[src/rtl/serial_subtractor.sv]
// Bit-serial subtractor: D = A - B - BI, LSB first, one bit per clock.
// Ports: CLK/RST, START/A/B/BI request, BUSY/DONE status, D/BO result.
module serial_subtractor #(
  parameter int DATA_WIDTH = 8
) (
  input  logic                  CLK,
  input  logic                  RST,
  input  logic                  START,
  input  logic [DATA_WIDTH-1:0] A,
  input  logic [DATA_WIDTH-1:0] B,
  input  logic                  BI,
  output logic                  BUSY,
  output logic                  DONE,
  output logic [DATA_WIDTH-1:0] D,
  output logic                  BO
);

  localparam int CW = $clog2(DATA_WIDTH);

  typedef enum logic [1:0] {
    IDLE,
    RUN,
    FIN
  } state_t;

  state_t state, state_nx;

  logic [DATA_WIDTH-1:0] a_sr, b_sr, r_sr, d_q;
  logic [CW-1:0]         cnt;
  logic                  br, bo_q;
  logic                  a_b, b_b, d_bit, br_nx;
  logic                  last, load;

  assign a_b   = a_sr[0];
  assign b_b   = b_sr[0];
  assign d_bit = a_b ^ b_b ^ br;
  assign br_nx = (~a_b & b_b) | (~(a_b ^ b_b) & br);
  assign last  = (cnt == CW'(DATA_WIDTH - 1));

  always_comb begin
    state_nx = state;
    load     = 1'b0;
    unique case (state)
      IDLE: begin
        if (START) begin
          state_nx = RUN;
          load     = 1'b1;
        end
      end
      RUN: begin
        if (last) state_nx = FIN;
      end
      FIN: begin
        if (START) begin
          state_nx = RUN;
          load     = 1'b1;
        end else begin
          state_nx = IDLE;
        end
      end
      default: state_nx = IDLE;
    endcase
  end

  always_ff @(posedge CLK or posedge RST) begin
    if (RST) state <= IDLE;
    else     state <= state_nx;
  end

  always_ff @(posedge CLK or posedge RST) begin
    if (RST) begin
      a_sr <= '0;
      b_sr <= '0;
      r_sr <= '0;
      br   <= 1'b0;
      cnt  <= '0;
      d_q  <= '0;
      bo_q <= 1'b0;
    end else if (load) begin
      a_sr <= A;
      b_sr <= B;
      br   <= BI;
      r_sr <= '0;
      cnt  <= '0;
    end else if (state == RUN) begin
      a_sr <= a_sr >> 1;
      b_sr <= b_sr >> 1;
      br   <= br_nx;
      r_sr <= {d_bit, r_sr[DATA_WIDTH-1:1]};
      cnt  <= cnt + CW'(1);
      // Result becomes visible only once the whole word is done.
      if (last) begin
        d_q  <= {d_bit, r_sr[DATA_WIDTH-1:1]};
        bo_q <= br_nx;
      end
    end
  end

  assign BUSY = (state == RUN);
  assign DONE = (state == FIN);
  assign D    = d_q;
  assign BO   = bo_q;

endmodule
[config.mk]
export PLATFORM = sky130hd
export DESIGN_NAME = serial_subtractor
export DESIGN_NICKNAME = d
export VERILOG_FILES = /design/src/rtl/serial_subtractor.sv
export SDC_FILE = /design/constraint.sdc
export NUM_CORES = 1
export LEC_CHECK = 0
export ABC_AREA = 1
export CAP_MARGIN = 20
export CORE_ASPECT_RATIO = 1.2
export CORE_MARGIN = 5
export CORE_UTILIZATION = 35
export DETAILED_ROUTE_END_ITERATION = 8
export GPL_TIMING_DRIVEN = 0
export PLACE_DENSITY = 0.69
export SETUP_SLACK_MARGIN = 0.5
export SYNTH_ARGS = -nofsm -noshare
export SYNTH_HDL_FRONTEND = slang
export SYNTH_SLANG_ARGS = --single-unit
export TNS_END_PERCENT = 100
[constraint.sdc]
create_clock -name CLK -period 1.05 [get_ports CLK]
set_clock_uncertainty 0.05 [all_clocks]
set_input_delay 0.105 -clock CLK [delete_from_list [all_inputs] [get_ports CLK]]
set_output_delay 0.105 -clock CLK [all_outputs]
set_load 0.01 [all_outputs]
==> results.yml <==
status:
  status: "complete, but fails checks"
  violations: "setup timing"
synthesis:
  synth_seq_cells: 38
  synth-warning-count: 0
  synth-seq-area-share: 0.5104
  syn_area_sq_mm: 0.001863
  synth-edff-count: 0
  synthesis.nets: 240
  ys_types: 21
  post_synth.cell_area_avg_sq_um: 8.585
  ys_async_sr_fraction: 1.000
  ys_dominant_reg_cell: "sky130_fd_sc_hd__dfrtp_1"
  syn-instance-count: 217
final_layout:
  syn2layout_area_growth_pct: 65.48
  leading_cell_type_in_the_layout_fill_and_taps_excluded: "sky130_fd_sc_hd__nand2_1"
  fin_util: 0.5900
  layout_nets: 314
  mostFrequentLayoutCells: "61 x sky130_fd_sc_hd__nand2_1, 37 x sky130_fd_sc_hd__dfrtp_1, 27 x sky130_fd_sc_hd__nand3_1, 27 x sky130_fd_sc_hd__nand3_2, 18 x sky130_fd_sc_hd__clkdlybuf4s50_1"
  fill_count: 440
  insertedDiodeCount: 0
  drive_above_1_share: 0.4349
sta:
  max_freq_ghz: 0.7702
  setup_ws_ps: -248.3
  maxSlewViolCount: 0
  worst_slew_pin_slew_ps: 249.3
  final_min_period_over_clock_period: 1.236
  setup_failing_eps_final: 40
  worst_hold_slack_ps: 188.3
  slew-limit-headroom: 0.8333
  timing.final.hold_violations: 0
  grt_setup_unrepaired: "yes"
  shortest_period_the_worst_path_allows_ps: 1298
clock_network:
  clock_tree.htree_level_count: 2
  clock-root-buffer: "sky130_fd_sc_hd__clkbuf_8"
  cts-hold-fix-buffers: 0
  cts-buffers-inserted: 5
  cts_clk_pin_slew_worst_paths_ps: 70
  clock_tree.buffer_depth: 2
  clock-sinks: 38
  cts_tree: "yes"
  worst_skew_pair.late_latency_ps: 300
setup_path:
  cp-end-kind: "flip-flop"
  path_cells: "clkinv_4, buf_8, buf_6, buf_6, nand3_1, nand2_1, inv_1, nand2_1"
  crit_path_top_delay_cell: "sky130_fd_sc_hd__dfrtp_2"
  worst-path-buf-inv: 5
  worstPathArrival_ps: 1440
  cp_slowest_stage_delay_ps: 430
  worstPathRequired_ps: 1190
  critical_path.startpoint_type: "flip-flop"
  worst-setup-path-type: "reg2reg"
  cp_top_family: "buffers and inverters"
  path_max_fanout: 6
detailed_routing:
  routed_via_density: 4.867
  dr.pass1.iters: 4
  drt_wl_total_mm: 5.590
  drtIter0Drc: 122
  avgRoutedWirePerCell_um: 15.79
  dr_total_vias: 1723
  detail_route.drc_violations: 0
  antenna_left: 0
die:
  row_count: 29
  boundaryPins: 31
  die_height_um: 89.92
  design.die.area_sq_mm: 0.006888
  die_w_um: 76.60
  fp.coreArea_sq_mm: 0.005225
  start_util: 0.3566
placement:
  hpwl_mm: 2.861
  globalplace.congestion: 0.7751
  dp_worst_setup_slack_ps: -401.4
  io_buffers: 29
power_and_ir_drop:
  pwrdens_mw_per_mm2: 2978
  static-leakage-power_nw: 1.514
  vdd_ir_drop_max_v: 0.001381
global_route:
  gr-total-overflow: 0
  grt_util_all_layers: 0.1593
  pin_count_of_the_biggest_net_entering_global_routing: 14
  grt_antenna_before_repair: 0
  wire_length_of_the_first_global_routing_pass_mm: 8.769
  first_global_vias: 1835
run:
  maxCapViolations: 0
hold_path:
  hp-class: "in2reg"
-- what timing repair did --
item,in CTS,in global routing
buffers inserted,20,10
resized for setup,78,22
endpoints found under the setup margin,87,49
pin swaps,15,28
gates cloned,7,1
-- registers in the layout, indices dropped and copies added (netlist names) --
signal,flops
r_sr,7
br,1
cnt,3
state,2
a_sr,8
D,8
BO,1
b_sr,8
-- Yosys cell counts, types with 2 or more instances --
| cell type | n | area [sq um] |
|---|---|---|
| sky130_fd_sc_hd__buf_2 | 3 | 15.01 |
| sky130_fd_sc_hd__buf_6 | 3 | 33.78 |
| sky130_fd_sc_hd__inv_1 | 20 | 75.07 |
| sky130_fd_sc_hd__nand2_1 | 70 | 262.8 |
| sky130_fd_sc_hd__o21ai_2 | 3 | 26.28 |
| sky130_fd_sc_hd__nand3_1 | 54 | 270.3 |
| sky130_fd_sc_hd__dfrtp_1 | 38 | 950.9 |
| sky130_fd_sc_hd__buf_4 | 4 | 30.03 |
| sky130_fd_sc_hd__clkinv_1 | 4 | 15.01 |
| sky130_fd_sc_hd__o21ai_0 | 5 | 25.02 |
| sky130_fd_sc_hd__nand2_4 | 2 | 22.52 |
| sky130_fd_sc_hd__ha_1 | 2 | 25.02 |
-- power by group --
group	internal [W]	switching [W]	total (W)
clock network	0.000699	0.000537	0.00124
logic	0.00275	0.00257	0.00532
registers	0.00215	0.000480	0.00263
-- final cells by class --
cell class | count | area (sq um) | area share
buffer | 11 | 157.7 | 0.05114
clock buffer | 5 | 68.82 | 0.02232
clock inverter | 3 | 40.04 | 0.01299
inverter | 26 | 116.4 | 0.03774
multi-input combinational | 144 | 940.9 | 0.3052
sequential | 38 | 952.2 | 0.3088
tap | 62 | 77.57 | 0.02516
timing repair buffer | 64 | 721.9 | 0.2342
timing repair inverter | 1 | 7.507 | 0.002435
-- tightest hold or removal path, stage by stage --
cell                      delay [ps]
sky130_fd_sc_hd__buf_2           170
sky130_fd_sc_hd__nand3_1         100
sky130_fd_sc_hd__nand2_1          40
sky130_fd_sc_hd__inv_1            40
sky130_fd_sc_hd__nand2_1          40
-- cells by family after synthesis --
group	share of synthesized area
AO/OA/AOI/OAI	0.02754
adder cells (fa/ha/maj)	0.02418
buffers and inverters	0.1068
flip-flops	0.5104
AND/OR/NAND/NOR	0.3311
-- routing by layer --
layer	routed length, um	GRT usage	vias to the layer above
li1	-	-	839
met1	2124	0.1788	828
met2	3044	0.2879	41
met3	200	0.03400	15
met4	221	0.06560	0
met5	0	0	-
-- per-stage QoR --
step                cell area [sq um]  std cells  TNS, ps  total power [W]
floorplan                        2039        217    -1476         0.005142
global placement                 2407        308   -10210         0.006100
detailed placement               2407        308   -11260         0.006184
CTS                              2910        343    -6340         0.008545
global route                     3083        354    -9326         0.009829
finish                           3083        354    -7198         0.009182
-- final timing paths --
kind                                        to                  from  depth (start not counted)  slack, ps
max                        a_sr[6]$_DFFE_PP0P_  state[1]$_DFFE_PP0P_                          8       -250
max in group asynchronous  a_sr[2]$_DFFE_PP0P_                   RST                          3        560
max reg2reg                a_sr[6]$_DFFE_PP0P_  state[1]$_DFFE_PP0P_                          8       -250
min                        a_sr[4]$_DFFE_PP0P_                 START                          5        190
min in group asynchronous     D[3]$_DFFE_PP0P_                   RST                          3        250
min reg2reg                   D[6]$_DFFE_PP0P_      D[6]$_DFFE_PP0P_                          2        440
No activity file was read; power rests on OpenSTA's default activity.
